**src/rtl/nsc8_program_loader_if.sv**
```systemverilog
// Byte stream into the loader and the RAM write port out of it.
// The loader is the slave on the stream and the master on the RAM port.
interface nsc8_program_loader_if #(
  parameter int N      = 8,
  parameter int ADDR_W = 4
);
  // Stream handshake: a byte transfers on a rising edge where in_valid && in_ready.
  // in_valid/in_data/in_last are driven by the source and have no dependency on in_ready.
  logic              in_valid;
  logic [N-1:0]      in_data;
  logic              in_last;
  logic              in_ready;
  logic              ram_we;
  logic [ADDR_W-1:0] ram_addr;
  logic [N-1:0]      ram_wdata;

  modport master (
    output in_valid, in_data, in_last,
    input  in_ready, ram_we, ram_addr, ram_wdata
  );

  modport slave (
    input  in_valid, in_data, in_last,
    output in_ready, ram_we, ram_addr, ram_wdata
  );
endinterface

```
**src/rtl/nsc8_program_loader.sv**
```systemverilog
// Loads a program byte stream into NSC8 RAM from address 0, holding the CPU
// in reset until the load finishes plus RST_HOLD settling cycles.
module nsc8_program_loader #(
  parameter int N         = 8,
  parameter int ADDR_W    = 4,
  parameter int RAM_DEPTH = 16,
  parameter int RST_HOLD  = 2
) (
  input  logic              clk,
  input  logic              reset_n,
  input  logic              start,
  nsc8_program_loader_if.slave bus,
  output logic              reset_counter,
  output logic              reset_ring,
  output logic              clear_ir,
  output logic              busy,
  output logic              done,
  output logic [ADDR_W:0]   byte_count,
  output logic [1:0]        state_dbg
);

  localparam int HW = (RST_HOLD > 1) ? $clog2(RST_HOLD) : 1;

  // Debug encoding: IDLE=0, LOAD=1, HOLD=2, RUN=3.
  typedef enum logic [1:0] {
    IDLE = 2'd0,
    LOAD = 2'd1,
    HOLD = 2'd2,
    RUN  = 2'd3
  } state_t;

  state_t            state;
  state_t            next_state;
  logic [ADDR_W-1:0] ptr;
  logic [HW-1:0]     hold_cnt;
  logic              xfer;
  logic              last_xfer;
  logic              cpu_rst_d;
  logic              busy_d;
  logic              done_d;

  assign xfer      = bus.in_valid && (state == LOAD);
  assign last_xfer = xfer && (bus.in_last || (ptr == ADDR_W'(RAM_DEPTH - 1)));
  assign state_dbg = state;

  always_ff @(posedge clk) begin
    if (!reset_n) state <= IDLE;
    else          state <= next_state;
  end

  always_comb begin
    next_state = state;
    case (state)
      IDLE: if (start) next_state = LOAD;
      LOAD: if (last_xfer) next_state = HOLD;
      HOLD: if (hold_cnt == HW'(RST_HOLD - 1)) next_state = RUN;
      RUN:  if (start) next_state = LOAD;
      default: next_state = IDLE;
    endcase
  end

  // CPU resets drop one cycle after RUN is entered, so the release lands
  // 1+RST_HOLD cycles after the final transfer; re-entering LOAD asserts them at once.
  always_comb begin
    bus.in_ready = (state == LOAD);
    cpu_rst_d    = !((state == RUN) && (next_state == RUN));
    busy_d       = (next_state == LOAD) || (next_state == HOLD);
    done_d       = (next_state == RUN);
  end

  always_ff @(posedge clk) begin
    if (!reset_n) begin
      reset_counter <= 1'b1;
      reset_ring    <= 1'b1;
      clear_ir      <= 1'b1;
      busy          <= 1'b0;
      done          <= 1'b0;
    end else begin
      reset_counter <= cpu_rst_d;
      reset_ring    <= cpu_rst_d;
      clear_ir      <= cpu_rst_d;
      busy          <= busy_d;
      done          <= done_d;
    end
  end

  always_ff @(posedge clk) begin
    if (!reset_n) begin
      bus.ram_we    <= 1'b0;
      bus.ram_addr  <= '0;
      bus.ram_wdata <= '0;
      byte_count    <= '0;
      ptr           <= '0;
      hold_cnt      <= '0;
    end else begin
      bus.ram_we <= xfer;
      if (xfer) begin
        bus.ram_addr  <= ptr;
        bus.ram_wdata <= bus.in_data;
        ptr           <= ptr + ADDR_W'(1);
        byte_count    <= byte_count + (ADDR_W + 1)'(1);
      end else if (start && (state == IDLE || state == RUN)) begin
        ptr        <= '0;
        byte_count <= '0;
      end
      if (state == HOLD) hold_cnt <= hold_cnt + HW'(1);
      else               hold_cnt <= '0;
    end
  end

endmodule
```
**src/flat_wrapper.sv**
```systemverilog
// flat-port wrapper written by rule: the top's interface ports become plain ports
module nsc8_program_loader_flat 
#(
  parameter int N         = 8,
  parameter int ADDR_W    = 4,
  parameter int RAM_DEPTH = 16,
  parameter int RST_HOLD  = 2
)
  (clk, reset_n, start, reset_counter, reset_ring, clear_ir, busy, done, byte_count, state_dbg, bus_in_valid, bus_in_data, bus_in_last, bus_in_ready, bus_ram_we, bus_ram_addr, bus_ram_wdata);
  nsc8_program_loader_if #(.N(N), .ADDR_W(ADDR_W)) bus_i ();
  input  logic clk;
  input  logic reset_n;
  input  logic start;
  output logic reset_counter;
  output logic reset_ring;
  output logic clear_ir;
  output logic busy;
  output logic done;
  output logic [ADDR_W:0] byte_count;
  output logic [1:0] state_dbg;
  input wire logic [$bits(bus_i.in_valid)-1:0] bus_in_valid;
  input wire logic [$bits(bus_i.in_data)-1:0] bus_in_data;
  input wire logic [$bits(bus_i.in_last)-1:0] bus_in_last;
  output wire logic [$bits(bus_i.in_ready)-1:0] bus_in_ready;
  output wire logic [$bits(bus_i.ram_we)-1:0] bus_ram_we;
  output wire logic [$bits(bus_i.ram_addr)-1:0] bus_ram_addr;
  output wire logic [$bits(bus_i.ram_wdata)-1:0] bus_ram_wdata;
  assign bus_i.in_valid = bus_in_valid;
  assign bus_i.in_data = bus_in_data;
  assign bus_i.in_last = bus_in_last;
  assign bus_in_ready = bus_i.in_ready;
  assign bus_ram_we = bus_i.ram_we;
  assign bus_ram_addr = bus_i.ram_addr;
  assign bus_ram_wdata = bus_i.ram_wdata;
  nsc8_program_loader #(.N(N), .ADDR_W(ADDR_W), .RAM_DEPTH(RAM_DEPTH), .RST_HOLD(RST_HOLD)) u_core (.clk(clk), .reset_n(reset_n), .start(start), .bus(bus_i), .reset_counter(reset_counter), .reset_ring(reset_ring), .clear_ir(clear_ir), .busy(busy), .done(done), .byte_count(byte_count), .state_dbg(state_dbg));
endmodule
```
**config.mk**
```make
export PLATFORM = sky130hd
export DESIGN_NAME = nsc8_program_loader_flat
export DESIGN_NICKNAME = d
export VERILOG_FILES = /design/src/rtl/nsc8_program_loader_if.sv /design/src/rtl/nsc8_program_loader.sv /design/src/flat_wrapper.sv
export SDC_FILE = /design/constraint.sdc
export NUM_CORES = 1
export LEC_CHECK = 0
export CORE_MARGIN = 2
export CORE_UTILIZATION = 48
export DETAILED_ROUTE_END_ITERATION = 16
export PLACE_DENSITY = 0.82
export REMOVE_ABC_BUFFERS = 1
export SLEW_MARGIN = 20
export SYNTH_ARGS = -nofsm -noshare
export SYNTH_HDL_FRONTEND = slang
export SYNTH_SLANG_ARGS = --single-unit
```
**constraint.sdc**
```tcl
create_clock -name clk -period 3.8 [get_ports clk]
set_input_delay 0.76 -clock clk [delete_from_list [all_inputs] [get_ports clk]]
set_output_delay 0.76 -clock clk [all_outputs]
set_load 0.1 [all_outputs]
```
==> flow_summary.ini, run 1 <==
[power]
p_comb_share_pct = 25.3
p_sw_share_pct = 32.0
clock_power_share_pct = 28.7
vdd_drop_max_uv = 271
seq_power_share_pct = 46.0
total_leakage_power_uw = 0.000596
p_int_uw = 461
p_per_area_nw_per_um2 = 409
p_switching_uw = 217

[die]
rows = 18
core_region_area_sq_um = 2450
dieWidth_um = 54.8
pin_count = 39
die_height_um = 54.8
die-area_sq_um = 3000
initial_core_util_pct = 50.4

[timing]
slew_viol_final = 0
max_freq_mhz = 364
finalCriticalPeriod_ns = 2.75
rsz0062_at_grt = false
finalSetupViolCount = 0
clock_skew_ns = 0.00876
fin_setup_tns_ns = 0
hold_viol = 0
post-route-period-util_pct = 72.4
maxSlewHeadroom_pct = 34.5
worst_pin_slew_ns = 0.979

[synthesis]
syn_area_sq_um = 1240
avgSynthCellArea_sq_um = 9.16
synth_edf_count = 0
ys_seq_area_share_pct = 45.3
yosysTopAreaCell = dfxtp_1
synthArstFlopShare_pct = 0
yosys-top-cells-area = dfxtp_1 45%, nand2_1 9.7%, ha_1 7.1%, a21boi_1 6.1%, o21ai_0 2.8%
synth_warnings = 0
syn_inst = 135
ys.flop_type = dfxtp_1
synth_seq_cells = 28
synthDominantCellAreaShare_pct = 45.3
synth_cell_types = 31

[setup_path]
critPathLaunchType = register
rrSetupSlack_ns = 1.70
path_class = register to primary output
crit_path_max_fanout = 7
max_stage_delay_ns = 1.18
cp.required_ns = 3.04
end_kind = primary output
slowest_stage = clkdlybuf4s50_1
cp_top_family = buffers and inverters
path_cells = clkdlybuf4s50_1
worst-path-buf-inv = 1
worstPathArrival_ns = 1.99

[final_layout]
area_growth_pct = 33.9
num_antenna_cells = 0
nets = 191
final_common_cell = clkdlybuf4s50_1
stdcell_area_sq_um = 1660
drive_gt1_share_pct = 8.24
final_cell_mix = 37 x clkdlybuf4s50_1, 32 x nand2_1, 28 x dfxtp_1

[detailed_routing]
drc = 0
drt-wirelength-per-cell_um = 12.3
wl_um = 2450
postRouteAntennaNets = 0
vias = 1031
drt-initial-drc-count = 18
drt-vias-per-instance = 5.16
drtPass1Iterations = 4

[placed_design]
portBuffers = 38
placed_area_sq_um = 1600
place_congestion = 0.741
hpwlAfterDp_um = 1790

[global_route]
grt_max_degree = 27
grt-ovfl-total = 0
grt_pass1_vias = 990
antenna_found_initial = 0
grt_first_pass_wirelength_um = 4060
grt_use_total_pct = 18.8

[clock_network]
numCtsBuffers = 3
post-cts-setup-buffers = 0
clock_path_buffers = 2
htree_num_levels = 1
cts_tree = yes
postCtsHoldBufs = 0
clk_latency_ns = 0.33
cts_sinks = 28
clk_pin_slew_ns = 0.15
cts_resized = 0
cts-root-buf = clkbuf_4

[hold_path]
min_path_type = register to register

[run_status]
status = completed

[job]
maxCapViolations = 0
-- logic make-up after synthesis --
| family | count (synthesis) | synth area share (%) |
|---|---|---|
| AO/OA/AOI/OAI | 33 | 19.3 |
| adder cells (fa/ha/maj) | 7 | 7.08 |
| AND/OR/NAND/NOR | 53 | 21.2 |
| buffers and inverters | 12 | 5.47 |
| multiplexers | 2 | 1.62 |
| flip-flops | 28 | 45.3 |
-- layer usage --
layer / wire [um] / track usage [%]
met2: 1240 / 32.9
met5: 0 / 0
met3: 73 / 2.46
met4: 15 / 7.50
met1: 1120 / 22.9
-- path summary, 6_finish.rpt --
check	startpoint	endpoint	cells after the start
max	u_core.state_dbg[0]	state_dbg[0]	1
max reg2reg	u_core.state_dbg[0]	u_core.busy	6
min	u_core.hold_cnt	u_core.hold_cnt	1
min reg2reg	u_core.hold_cnt	u_core.hold_cnt	1
-- power by group through the flow --
stage / Clock [uW] / Combinational, uW / Sequential (uW)
5_1_grt: 208 / 183 / 314
6_report: 194 / 171 / 312
3_3_place_gp: 0 / 169 / 318
4_1_cts: 203 / 173 / 312
2_1_floorplan: 0 / 56.8 / 385
3_5_place_dp: 0 / 172 / 319
-- sequential cells by signal (all words and copies together) (netlist names) --
| name | cells |
|---|---|
| u_core.bus.ram_wdata | 8 |
| u_core.byte_count | 5 |
| u_core.bus.ram_addr | 4 |
| u_core.ptr | 4 |
| u_core.state_dbg | 2 |
| u_core.bus.ram_we | 1 |
| u_core.busy | 1 |
| u_core.done | 1 |
| u_core.hold_cnt | 1 |
| u_core.reset_counter | 1 |
-- layout make-up --
type                            instances  area (sq um)
Fill cell                             201           800
Multi-Input combinational cell         95           608
Sequential cell                        28           561
Timing Repair Buffer                   38           378
Tap cell                               30          37.5
Clock inverter                          1          30.0
Clock buffer                            3          22.5
Inverter                                5          18.8
-- synthesized netlist by cell type (3+ instances only) --
master and n:
clkbuf_1 3, o21ai_0 7, ha_1 7, a22oi_1 3, a21boi_1 10, inv_1 5, nand2_1 32, nor2b_1 4
dfxtp_1 28, a21boi_0 3, and2_1 3
-- stage by stage --
step           hold WS, ns  utilization, %  worst slack [ns]  std cells  total power (uW)
5_1_grt              0.456            67.4             0.978        200               704
2_1_floorplan        0.390               -             0.354        128               442
6_report             0.436            67.4              1.05        200               678
4_1_cts              0.433            67.4              1.03        200               688
3_5_place_dp         0.408            65.3              1.18        196               490
3_3_place_gp         0.401            65.3              1.20        196               487
Note: power is estimated with default switching activity, not from simulation.
==> inputs of run 2 (changes only) <==
--- a/config.mk
+++ b/config.mk
@@ -6,9 +6,9 @@
 export NUM_CORES = 1
 export LEC_CHECK = 0
 export CORE_MARGIN = 2
-export CORE_UTILIZATION = 48
+export CORE_UTILIZATION = 41
 export DETAILED_ROUTE_END_ITERATION = 16
-export PLACE_DENSITY = 0.82
+export PLACE_DENSITY = 0.75
 export REMOVE_ABC_BUFFERS = 1
 export SLEW_MARGIN = 20
 export SYNTH_ARGS = -nofsm -noshare
==> constraint.sdc (replaced) <==
create_clock -name clk -period 2.3 [get_ports clk]
set_input_delay 0.46 -clock clk [delete_from_list [all_inputs] [get_ports clk]]
set_output_delay 0.46 -clock clk [all_outputs]
set_load 0.1 [all_outputs]
==> flow_summary.ini, run 2 (same netlist as run 1, synthesis figures left out) <==
[run_status]
status = finished, violations left
violations = DRC

[timing]
maxSlewHeadroom_pct = 65.3
max_freq_mhz = 524
post-route-period-util_pct = 83.0
finalSetupViolCount = 0
finalCriticalPeriod_ns = 1.91
slew_viol_final = 0
hold_viol = 0
clock_skew_ns = 0.00228
worst_pin_slew_ns = 0.520
rsz0062_at_grt = false

[global_route]
antenna_found_initial = 0
grt_use_total_pct = 13.8
grt-ovfl-total = 0
grt_first_pass_wirelength_um = 3730
grt_pass1_vias = 932
grt_max_degree = 21

[detailed_routing]
drt-vias-per-instance = 5.14
drtPass1Iterations = 10
drt-wirelength-per-cell_um = 11.7
postRouteAntennaNets = 0
drt-initial-drc-count = 14
wl_um = 2380
drc = 1
vias = 1044

[power]
p_per_area_nw_per_um2 = 694
vdd_drop_max_uv = 412
power.total_uw = 1130
total_leakage_power_uw = 0.000651

[final_layout]
multi_input_area_sq_um = 608
nets = 193
final_cell_mix = 32 x nand2_1, 28 x dfxtp_1, 27 x buf_4
num_antenna_cells = 0
regMostFlops = u_core.bus.ram_wdata
register_area_sq_um = 561
final_common_cell = nand2_1
area_growth_pct = 31.2
reg_top3 = u_core.bus.ram_wdata x8, u_core.byte_count x5
drive_gt1_share_pct = 23.8
nFillCells = 252
finalNonFillerCells = 203
largest_reg_flops = 8

[setup_path]
crit_path_max_fanout = 9
slowest_stage = dfxtp_1
worstPathArrival_ns = 1.45
critPathLaunchType = register
max_stage_delay_ns = 0.48
cp.required_ns = 1.84
cp_top_family = flip-flops
end_kind = primary output
worst-path-buf-inv = 1
path_class = register to primary output
path_cells = ha_1 > buf_12

[placed_design]
place_congestion = 0.688
portBuffers = 38
hpwlAfterDp_um = 1730
place_inst = 199

[job]
maxCapViolations = 0

[die]
die-area_sq_um = 3470
die_height_um = 58.9
rows = 19
pin_count = 39
dieWidth_um = 58.9
initial_core_util_pct = 44.1
core_region_area_sq_um = 2810

[clock_network]
clk_latency_ns = 0.32
postCtsHoldBufs = 0
clock_path_buffers = 2
cts_resized = 0
post-cts-setup-buffers = 0
htree_num_levels = 1
clk_pin_slew_ns = 0.15
cts_sinks = 28
cts_tree = yes
numCtsBuffers = 3
cts-root-buf = clkbuf_4

[hold_path]
min_path_type = register to register
[run 2: cell types whose count changed in the layout (fill, tap and decap cells not counted), sizes merged]
| cell | before | now |
|---|---|---|
| buf | 1 | 28 |
| clkdlybuf4s50 | 37 | 12 |
[run 2: worst paths after layout]
| kind | from | to | slack (ns) | cells after the start |
|---|---|---|---|---|
| max | u_core.state_dbg[0] | bus_in_ready | 0.39 | 2 |
| min | u_core.hold_cnt | u_core.hold_cnt | 0.44 | 1 |
| max reg2reg | u_core.state_dbg[0] | u_core.busy | 0.46 | 6 |
| min reg2reg | u_core.hold_cnt | u_core.hold_cnt | 0.44 | 1 |
[run 2: cell type report]
cell class	count	area share, %
Clock buffer	3	1.39
Clock inverter	1	1.85
Multi-Input combinational cell	95	37.5
Sequential cell	28	34.6
Timing Repair Buffer	40	21.1
Inverter	5	1.16
Tap cell	31	2.39
[run 2: worst register-to-register path, cell delays in order, from the launching register on]
cell and delay (ns):
dfxtp_1 0.48, inv_1 0.08, ha_1 0.35, a211oi_1 0.36, nor2_1 0.08, ha_1 0.27
and2_1 0.15
[run 2: stage by stage]
| stage | setup slack, ns | util, % | cell area [sq um] | hold WS [ns] | setup TNS [ns] |
|---|---|---|---|---|---|
| after floorplan | -1.15 | - | 1190 | 0.390 | -18.05 |
| after global placement | 0.290 | 55.9 | 1570 | 0.400 | 0 |
| after detailed placement | 0.260 | 55.9 | 1570 | 0.418 | 0 |
| after CTS | 0.375 | 57.8 | 1620 | 0.438 | 0 |
| after global routing | 0.305 | 57.8 | 1620 | 0.458 | 0 |
| final | 0.390 | 57.8 | 1620 | 0.435 | 0 |
[run 2: power breakdown]
group / switching [uW] / internal (uW) / leakage (uW)
clock: 144 / 176 / 0.0000279
combinational: 203 / 86.4 / 0.000396
sequential: 13.3 / 502 / 0.000227
total: 360 / 765 / 0.000651
[run 2: layer usage]
layer  GRT usage (%)  vias up  share of wire [%]
met4            4.87        0               0.97
met2            24.6       23                 48
li1                -      529                  -
met3            2.64        4                4.3
met1            16.4      488                 47
met5               0        -                  0
==> inputs of run 3 (changes only) <==
==> constraint.sdc (replaced) <==
create_clock -name clk -period 1.58 [get_ports clk]
set_input_delay 0.316 -clock clk [delete_from_list [all_inputs] [get_ports clk]]
set_output_delay 0.316 -clock clk [all_outputs]
set_load 0.1 [all_outputs]
==> flow_summary.ini, run 3 (same netlist as run 1, synthesis figures left out) <==
[detailed_routing]
drc = 1
dr_wl_met2_um = 1810
drt-wirelength-per-cell_um = 15.1
drtPass1Iterations = 10
m1WireLength_um = 1230
wl_met3_um = 147
drt-initial-drc-count = 25
drt-vias-per-instance = 5.27
postRouteAntennaNets = 0
vias = 1143
topRoutingLayerUsed = met4
wl_um = 3280

[job]
maxCapViolations = 0

[power]
total_leakage_power_uw = 0.000811
power.total_uw = 1700
p_switching_uw = 585
clock_power_share_pct = 21.2
p_sw_share_pct = 34.3
p_comb_share_pct = 34.3
seq_power_share_pct = 44.5
p_per_area_nw_per_um2 = 806
p_int_uw = 1120
vdd_drop_max_uv = 686

[clock_network]
cts_sinks = 28
clock_path_buffers = 2
numCtsBuffers = 3
htree_num_levels = 1
cts-root-buf = clkbuf_4
clk_latency_ns = 0.34
postCtsHoldBufs = 0
clk_pin_slew_ns = 0.15
cts_tree = yes

[final_layout]
register_area_sq_um = 566
multi_input_area_sq_um = 682
largest_reg_flops = 8
regMostFlops = u_core.bus.ram_wdata
final_cell_mix = 32 x nand2_1, 26 x buf_12, 26 x dfxtp_1
area_growth_pct = 70.9
num_antenna_cells = 0
drive_gt1_share_pct = 36.0
nFillCells = 189
reg_top3 = u_core.bus.ram_wdata x8, u_core.byte_count x5
nets = 207
final_common_cell = nand2_1

[global_route]
grt_max_degree = 16
antenna_found_initial = 0
grt_first_pass_wirelength_um = 5030
grt-ovfl-total = 0
grt_use_total_pct = 19.3
grt_pass1_vias = 1189

[die]
initial_core_util_pct = 44.1
pin_count = 39
dieWidth_um = 58.9
die-area_sq_um = 3470
rows = 19
core_region_area_sq_um = 2810
die_height_um = 58.9

[setup_path]
slowest_stage = dfxtp_4
timing.rr.start = u_core.state_dbg[0]
worstSetupStartpoint = u_core.state_dbg[0]
path_class = register to register
end_kind = register
cp.required_ns = 1.83
critPathLaunchType = register
worstPathArrival_ns = 1.88
crit_path_max_fanout = 4
max_stage_delay_ns = 0.39
worst-path-buf-inv = 1
crit_top_cell = nand2_1
path_cells = inv_1 > ha_4 > nand2_1 > a31o_2 > nand2_1 > ha_1 > and2_1 > nand2_1
cp_top_family = adder cells

[hold_path]
hp-start = u_core.hold_cnt
min_path_type = register to register

[timing]
slew_viol_final = 0
clock_skew_ns = 0.00652
maxSlewHeadroom_pct = 74.7
finalSetupViolCount = 3
worst_slack_ns = -0.0492
hold_viol = 0
rsz0062_at_grt = true
post-route-period-util_pct = 103
max_freq_mhz = 614
finalCriticalPeriod_ns = 1.63
worst_pin_slew_ns = 0.379
fin_setup_tns_ns = -0.136
hold_ws_ns = 0.444

[placed_design]
hpwlAfterDp_um = 2320
place_congestion = 0.751
portBuffers = 38

[run_status]
status = finished, violations left
violations = DRC, setup timing
==> run 3: changes by cell type in the layout (fill, tap and decap cells not counted), sizes merged <==
cell    delta
bufinv     -1
buf       +14
clkbuf     +1
==> run 3: path summary, 6_finish.rpt <==
check                               to  slack [ns]  cells past startpoint
setup / recovery  u_core.reset_counter       -0.05                      8
hold / removal         u_core.hold_cnt        0.44                      1
setup reg to reg  u_core.reset_counter       -0.05                      8
hold reg to reg        u_core.hold_cnt        0.44                      1
==> run 3: stage by stage <==
step / util (%) / worst slack, ns / instance area, sq um / cells
global placement: 70.3 / -0.217 / 1970 / 211
CTS: 74.1 / -0.0443 / 2080 / 216
detailed placement: 70.3 / -0.260 / 1970 / 211
floorplan: - / -1.87 / 1190 / 128
global route: 75.3 / -0.0826 / 2110 / 217
finish: 75.3 / -0.0492 / 2110 / 217
==> run 3: worst register-to-register path: stages, from the launching register on <==
cell	delay [ns]
dfxtp_4	0.39
inv_1	0.06
ha_4	0.30
nand2_1	0.09
a31o_2	0.24
nand2_1	0.08
ha_1	0.16
and2_1	0.15
nand2_1	0.06
==> run 3: area by class of cell <==
cell class,count,share of cell area [%]
Clock buffer,4,1.72
Multi-Input combinational cell,95,32.3
Inverter,5,1.01
Tap cell,31,1.84
Timing Repair Buffer,54,36.4
Sequential cell,28,26.8
==> run 3: power by group through the flow <==
stage               Clock, uW  Combinational [uW]  Sequential [uW]
floorplan                   0                 137              927
CTS                       372                 561              758
global placement            0                 510              771
global route              397                 606              763
finish                    361                 584              759
detailed placement          0                 520              773
==> run 3: metal layers <==
metal / track usage, % / vias to the layer above
met2: 35.7 / 32
met1: 20.6 / 544
met4: 7.47 / 0
met5: 0 / -
met3: 5.05 / 9
li1: - / 558
==> run 3: timing repair <==
item	in CTS	in global routing
hold endpoints to repair	0	0
buffers inserted	1	1
gates resized for setup	14	6
setup endpoints to repair	13	4
cloned	0	0
pin swaps	1	3
